$ cat config.mk
export PLATFORM = sky130hd
export DESIGN_NAME = superalu_share_arbiter
export DESIGN_NICKNAME = d
export VERILOG_FILES = /design/src/rtl/superalu_share_arbiter.sv
export SDC_FILE = /design/constraint.sdc
export NUM_CORES = 1
export LEC_CHECK = 0
export ABC_AREA = 1
export CORE_MARGIN = 2
export CORE_UTILIZATION = 25
export DETAILED_ROUTE_END_ITERATION = 8
export SYNTH_ARGS = -nofsm -noshare
export SYNTH_HDL_FRONTEND = slang
export SYNTH_SLANG_ARGS = --single-unit
$ cat constraint.sdc
create_clock -name clk_i -period 1.7 [get_ports clk_i]
set_clock_uncertainty 0.15 [all_clocks]
set_input_delay 0.17 -clock clk_i [delete_from_list [all_inputs] [get_ports clk_i]]
set_output_delay 0.17 -clock clk_i [all_outputs]
set_load 0.02 [all_outputs]
$ cat src/rtl/superalu_share_arbiter.sv
// Two-port round-robin arbiter in front of a shared multi-cycle ALU.
// Latches the winner's operands, starts the ALU, waits (with timeout) and returns the result.
module superalu_share_arbiter #(
   parameter int DATA_WIDTH  = 16,
   parameter int OP_WIDTH    = 2,
   parameter int TIMEOUT_CYC = 255
) (
   input  logic                  clk_i,
   input  logic                  rst_n_i,
   input  logic                  req0_i,
   input  logic                  req1_i,
   input  logic [OP_WIDTH-1:0]   op0_i,
   input  logic [OP_WIDTH-1:0]   op1_i,
   input  logic [DATA_WIDTH-1:0] a0_i,
   input  logic [DATA_WIDTH-1:0] b0_i,
   input  logic [DATA_WIDTH-1:0] a1_i,
   input  logic [DATA_WIDTH-1:0] b1_i,
   output logic                  gnt0_o,
   output logic                  gnt1_o,
   output logic                  done0_o,
   output logic                  done1_o,
   output logic                  err0_o,
   output logic                  err1_o,
   output logic [DATA_WIDTH-1:0] res0_o,
   output logic [DATA_WIDTH-1:0] res1_o,
   output logic [DATA_WIDTH-1:0] rem0_o,
   output logic [DATA_WIDTH-1:0] rem1_o,
   output logic                  busy_o,
   output logic                  alu_start_o,
   output logic [OP_WIDTH-1:0]   alu_op_o,
   output logic [DATA_WIDTH-1:0] alu_a_o,
   output logic [DATA_WIDTH-1:0] alu_b_o,
   input  logic                  alu_done_i,
   input  logic [DATA_WIDTH-1:0] alu_res_i,
   input  logic [DATA_WIDTH-1:0] alu_rem_i
);

   typedef enum logic [1:0] {IDLE, ISSUE, WAIT, RESP} state_e;

   localparam logic [7:0] TMO = 8'(TIMEOUT_CYC);

   state_e                state_q, state_d;
   logic                  last_q, last_d;
   logic                  win_q, win_d;
   logic [7:0]            cnt_q, cnt_d;
   logic [1:0]            gnt_q, gnt_d;
   logic [1:0]            done_q, done_d;
   logic [1:0]            err_q, err_d;
   logic                  start_q, start_d;
   logic [OP_WIDTH-1:0]   op_q, op_d;
   logic [DATA_WIDTH-1:0] a_q, a_d, b_q, b_d;
   logic [DATA_WIDTH-1:0] res0_q, res0_d, rem0_q, rem0_d;
   logic [DATA_WIDTH-1:0] res1_q, res1_d, rem1_q, rem1_d;
   logic                  pick1;

   always_comb begin
      state_d = state_q;
      last_d  = last_q;
      win_d   = win_q;
      cnt_d   = cnt_q;
      gnt_d   = '0;
      done_d  = '0;
      start_d = 1'b0;
      err_d   = err_q;
      op_d    = op_q;
      a_d     = a_q;
      b_d     = b_q;
      res0_d  = res0_q;
      rem0_d  = rem0_q;
      res1_d  = res1_q;
      rem1_d  = rem1_q;
      // On a tie the port that was not granted last time wins.
      pick1   = req1_i & (~req0_i | ~last_q);
      case (state_q)
         IDLE: begin
            if (req0_i | req1_i) begin
               state_d      = ISSUE;
               win_d        = pick1;
               last_d       = pick1;
               gnt_d        = pick1 ? 2'b10 : 2'b01;
               start_d      = 1'b1;
               err_d[pick1] = 1'b0;
               op_d         = pick1 ? op1_i : op0_i;
               a_d          = pick1 ? a1_i : a0_i;
               b_d          = pick1 ? b1_i : b0_i;
            end
         end
         ISSUE: begin
            state_d = WAIT;
            cnt_d   = '0;
         end
         WAIT: begin
            // A done arriving on the timeout edge still delivers its result.
            if (alu_done_i) begin
               if (win_q) begin
                  res1_d = alu_res_i;
                  rem1_d = alu_rem_i;
               end else begin
                  res0_d = alu_res_i;
                  rem0_d = alu_rem_i;
               end
               done_d[win_q] = 1'b1;
               state_d       = RESP;
            end else if (cnt_q == TMO) begin
               if (win_q) begin
                  res1_d = '0;
                  rem1_d = '0;
               end else begin
                  res0_d = '0;
                  rem0_d = '0;
               end
               err_d[win_q]  = 1'b1;
               done_d[win_q] = 1'b1;
               state_d       = RESP;
            end else begin
               cnt_d = cnt_q + 8'd1;
            end
         end
         RESP: state_d = IDLE;
         default: state_d = IDLE;
      endcase
   end

   always_ff @(posedge clk_i or negedge rst_n_i) begin
      if (!rst_n_i) begin
         state_q <= IDLE;
         last_q  <= 1'b1;
         win_q   <= 1'b0;
         cnt_q   <= '0;
         gnt_q   <= '0;
         done_q  <= '0;
         err_q   <= '0;
         start_q <= 1'b0;
         op_q    <= '0;
         a_q     <= '0;
         b_q     <= '0;
         res0_q  <= '0;
         rem0_q  <= '0;
         res1_q  <= '0;
         rem1_q  <= '0;
      end else begin
         state_q <= state_d;
         last_q  <= last_d;
         win_q   <= win_d;
         cnt_q   <= cnt_d;
         gnt_q   <= gnt_d;
         done_q  <= done_d;
         err_q   <= err_d;
         start_q <= start_d;
         op_q    <= op_d;
         a_q     <= a_d;
         b_q     <= b_d;
         res0_q  <= res0_d;
         rem0_q  <= rem0_d;
         res1_q  <= res1_d;
         rem1_q  <= rem1_d;
      end
   end

   assign gnt0_o      = gnt_q[0];
   assign gnt1_o      = gnt_q[1];
   assign done0_o     = done_q[0];
   assign done1_o     = done_q[1];
   assign err0_o      = err_q[0];
   assign err1_o      = err_q[1];
   assign res0_o      = res0_q;
   assign rem0_o      = rem0_q;
   assign res1_o      = res1_q;
   assign rem1_o      = rem1_q;
   assign busy_o      = (state_q != IDLE);
   assign alu_start_o = start_q;
   assign alu_op_o    = op_q;
   assign alu_a_o     = a_q;
   assign alu_b_o     = b_q;

endmodule

Yosys cells after proc, flatten, opt, wreduce, memory -nomap -nowiden
Cells that the tools add are included.
{"block": "classes", "addsub": 1, "n_lt_le_gt_ge": 4, "n_eq_ne": 9, "mux": 38, "bitwise": 9, "n_reduce_logical": 13}
{"op": "2-to-1 mux 16 bit", "count": 14}
{"op": "2-to-1 mux 2 bit", "count": 13}
{"op": "2-to-1 mux 8 bit", "count": 2}
{"op": "one-hot mux 8 bit (2 select lines)", "count": 1}
{"op": "AND reduction 3 bit", "count": 3}
{"op": "adder 8 x 1 -> 8 bit, second input constant", "count": 1}
{"op": "equality test 8 bit, second input constant", "count": 1}
{"op": "inequality test 2 bit, second input constant", "count": 4}
{"op": "one-hot mux 2 bit (4 select lines)", "count": 1}
{"op": "nonzero test 2 bit", "count": 4}
{"op": "equality test 2 bit, second input constant", "count": 2}
{"op": "less-than comparator 1 x 2 -> 1 bit, second input constant", "count": 2}
{"op": "2-to-1 mux 1 bit", "count": 4}
{"op": "one-hot mux 2 bit (2 select lines)", "count": 1}
{"op": "AND reduction 2 bit", "count": 2}
{"op": "AND reduction 4 bit", "count": 1}
{"op": "inequality test 3 bit, second input constant", "count": 1}
{"op": "inverter 1 bit", "count": 3}
{"op": "bitwise AND 2 bit", "count": 1}
{"op": "demux 1 bit (select 1 bit)", "count": 2}
{"op": "equality test 2 x 1 -> 1 bit, second input constant", "count": 1}
{"op": "greater-or-equal comparator 1 bit, second input constant", "count": 2}
{"op": "logical AND 1 bit", "count": 2}
{"op": "logical NOT 2 bit", "count": 1}
{"op": "other kinds (4)", "count": 5}
{"block": "totals", "reg_bits": 117, "in_bits": 105, "output_inout_bits": 106, "word_cells": 89}

Longest topological paths before layout
{"block": "depth", "depth_word": 11, "mapped_depth": 9, "mapped_depth_nobuf": 8}

Least setup slack after synthesis
No wires, ideal clock.
{"block": "synth_timing", "kind": "register to register", "start": "register state_q[0]", "end": "register rem0_q[12] (netlist: rem0_o[12])", "arrival_ns": 1.343, "setup_slack_ns": 0.090, "stages_incl_launch_ff": 9, "period_less_slack_ns": 1.610, "path_cell_list": "dfrtp_1 -> inv_1 -> ha_1 -> inv_2 -> nor2_2 -> nand2_2 -> buf_2 -> nand2_1 -> nand2_1"}
{"block": "synth_between", "elab_chain_cells": 2}
{"element": "start: declaration", "line_no": "42", "source": "state_e state_q, state_d;"}
{"element": "start signal: assignment", "line_no": "142", "source": "state_q <= state_d;"}
{"element": "equality test 2 bit", "line_no": "74", "source": "case (state_q)"}
{"element": "AND reduction 3 bit (no source line)"}
{"element": "end signal: assignment", "line_no": "154", "source": "rem0_q <= rem0_d;"}
{"element": "end: declaration", "line_no": "52", "source": "logic [DATA_WIDTH-1:0] res0_q, res0_d, rem0_q, rem0_d;"}
Every way passes these cells.
A chain may end at the register's enable or synchronous reset.

Worst setup path after layout
{"block": "layout_timing", "start": "register done_q[1]", "end": "output done1_o"}
{"element": "start: declaration", "line_no": "47", "source": "logic [1:0] done_q, done_d;"}
{"element": "start signal: assignment", "line_no": "147", "source": "done_q <= done_d;"}
{"element": "end: declaration", "line_no": "21", "source": "output logic done1_o,"}
No word-level cell between the ends.

==> run metrics <==
status=finished clean; Synth area leader=dfrtp_1; DRC Markers=0; Yosys reg bits=117; worst relative slew slack=between 60 and 70%; Leak=~4.3 nW; CP cell instances=clkdlybuf4s50_1; Setup CP Type=reg -> out; commonest non-fill, non-tap cell in the layout=nand2_1; setup tns final=0 ps; fin area=between 8000 and 9000 um^2; Tightest Pin Transition=between 400 and 500 ps; CP Buf/Inv Count=1; pwr dens=1828 nW/um^2; TritonCTS Sinks=about 120; CTS tree=yes; Cells after Synth=slightly below 600; Starting DRT DRC Count=175; synth unique cells=24; Pwr Total=15.11 mW; Worst-Skew Late Latency=between 400 and 500 ps; share of the synthesized area in the top cell type=57.57%; Die Y-Extent=about 150 um; Register-to-Register Path Depth=9; routed len/inst=about 15 um; final worst slack=63.39 ps; first drt pass iteration count=4; clock-pin slew on the worst setup and hold paths=around 60 ps; worst r2r dst=res1_o[13]$_DFFE_PN0P_; Setup crit end=done1_o; Synth area leaders=dfrtp_1, nand2_1, nand3_1; num rows=between 50 and 60; Vias/cell=~4.4; Fillers=just over 2000; Post-DP Area=approximately 7600 um^2; Die ar.=approximately 21000 um^2; critical path arrival=around 1300 ps; number of routed nets with antenna violations=0; Worst setup EP type=output pin; startpoint types=flop; CP Depth=1; vias in the first global route=slightly below 5000; Synth Area per Inst=8.605 um^2; CTS Buf Count=17; Starting Density=25.66%; CTS Buffer Depth=2; clk root buf=clkbuf_16; DP Worst Slack=9.454 ps; CP max FO=1; Achievable Freq=slightly above 0.6 GHz; setup slack, reg-to-reg=approximately 90 ps; commonest non-fill, non-tap cells in the layout=nand2_1, dfrtp_1, clkdlybuf4s50_1; fin. max-slew vios=0; RSZ-0062 raised after global routing=no; core area=between 15000 and 20000 um^2; Async SR Flop Fraction=100.0%; Layout Utilization=42.04%; Period minus WS final=1637 ps; Netlist Area Pre-Place=5042 um^2; post-DP HPWL=roughly 11000 um; yosys synthesis warning count=0; max cap viols=0; Net count, final=924; endpoints failing hold=0; Total Routed Length=about 17000 um; Post-synth EDFFs=0; global-route wire length before repair=26160 um; Hold WC Path Type=in -> async; Seq/Total Area, Yosys=between 50 and 60%; antenna violations before repair=1; H-Tree Depth=4; Synth Net Count=slightly below 700; Worst R2R Start=cnt_q[0]$_DFFE_PN0P_; largest net degree at the start of global routing=49; synthesis-to-layout area growth=63.87%; layout cells sized above 1=roughly 11%; delay-heaviest family, CP=buffers and inverters; Req. time, crit path=approximately 1400 ps; Overflow after GRT=0; GP Congestion=between 0.7 and 0.8; Horiz. Die Dim=about 150 um; crit-path max cell delay=about 600 ps; Critical path origin=done_q[1]$_DFF_PN0_; VDD IR max=between 700 and 800 uV; Setup Viol. Count Final=0; GRT Util Overall=~15%; CP max stage cell=clkdlybuf4s50_1; Primary FF master, synth=dfrtp_1; fin crit share=between 90% and 100%; vias=roughly 5000; Top Ports=approximately 210; PortBufs=210
## cell families (layout without fill, tap and decap cells)
| kind of cell | count (synthesis) | after routing | share of synthesized area (%) |
|---|---|---|---|
| other cells | 0 | 1 | 0 |
| flops | 117 | 117 | 58.09 |
| compound gates | 18 | 18 | 1.786 |
| simple gates | 394 | 394 | 33.82 |
| buf+inv | 50 | 291 | 4.789 |
| fa+ha+maj | 4 | 4 | 0.9926 |
| xor+xnor | 3 | 3 | 0.5212 |
## flip-flops by register name (all words and copies together) (netlist names)
register,count
alu_a_o,16
alu_b_o,16
alu_op_o,2
alu_start_o,1
cnt_q,8
done_q,2
err_q,2
gnt_q,2
last_q,1
rem0_o,16
rem1_o,16
res0_o,16
res1_o,16
state_q,2
win_q,1
## power breakdown
part | internal (mW) | switching, mW | total (mW)
logic | 2.62 | 4.12 | 6.74
clock network | 2.44 | 1.28 | 3.72
registers | 4.02 | 0.631 | 4.65
total | 9.08 | 6.03 | 15.1
## how the worst min path moves through the flow
stage            start                     end  slack (ps)
6_report       rst_n_i  alu_b_o[2]$_DFFE_PN0P_         110
5_1_grt        rst_n_i  alu_b_o[7]$_DFFE_PN0P_         120
4_1_cts        rst_n_i  alu_b_o[7]$_DFFE_PN0P_          70
3_5_place_dp   rst_n_i  alu_b_o[7]$_DFFE_PN0P_         -10
3_3_place_gp   rst_n_i  alu_b_o[7]$_DFFE_PN0P_         -10
2_1_floorplan  rst_n_i  alu_a_o[0]$_DFFE_PN0P_        -280
## layer usage
| layer | share of wire [%] | GRT usage, % | vias up | wire length (um) |
|---|---|---|---|---|
| met1 | 44 | 19.32 | 2271 | 7257 |
| met2 | 45 | 24.15 | 209 | 7523 |
| met5 | 0 | 0 | - | 0 |
| met4 | 1.4 | 5.291 | 0 | 240 |
| li1 | - | - | 2366 | - |
| met3 | 9.6 | 6.469 | 14 | 1590 |
## area by class of cell
class | instances | area, um^2 | share of cell area (%)
Timing Repair Buffer | 245 | 2415 | 29.22
Tap cell | 265 | 331.6 | 4.013
Clock inverter | 9 | 125.1 | 1.514
Clock buffer | 22 | 484.2 | 5.860
Multi-Input combinational cell | 419 | 1919 | 23.23
Antenna cell | 1 | 2.502 | 0.03028
Sequential cell | 117 | 2929 | 35.45
Inverter | 15 | 56.30 | 0.6814
## synthesized netlist by cell type, types with 4 or more instances
master,n
buf_2,19
nand4_1,33
clkbuf_1,8
nand2_2,4
o21ai_0,9
ha_1,4
nand2_1,260
o21ai_1,6
nor2_1,12
dfrtp_1,116
inv_1,12
nand3_1,79
## timing repair
action | in CTS | in global routing
setup buffers | 0 | 2
setup endpoints to repair | 99 | 50
resized for setup | 102 | 18
pin swaps | 0 | 1
hold buffers | 1 | 0
cloned | 0 | 4
endpoints found under the hold margin | 117 | 0
## metrics by stage
step / cells / hold WS [ps]
2_1_floorplan: 586 / -275.6
5_1_grt: 1093 / 116.0
6_report: 1093 / 110.9
4_1_cts: 1086 / 70.65
3_3_place_gp: 1054 / -14.57
3_5_place_dp: 1054 / -10.21
Power figures use the tool's default switching activity.
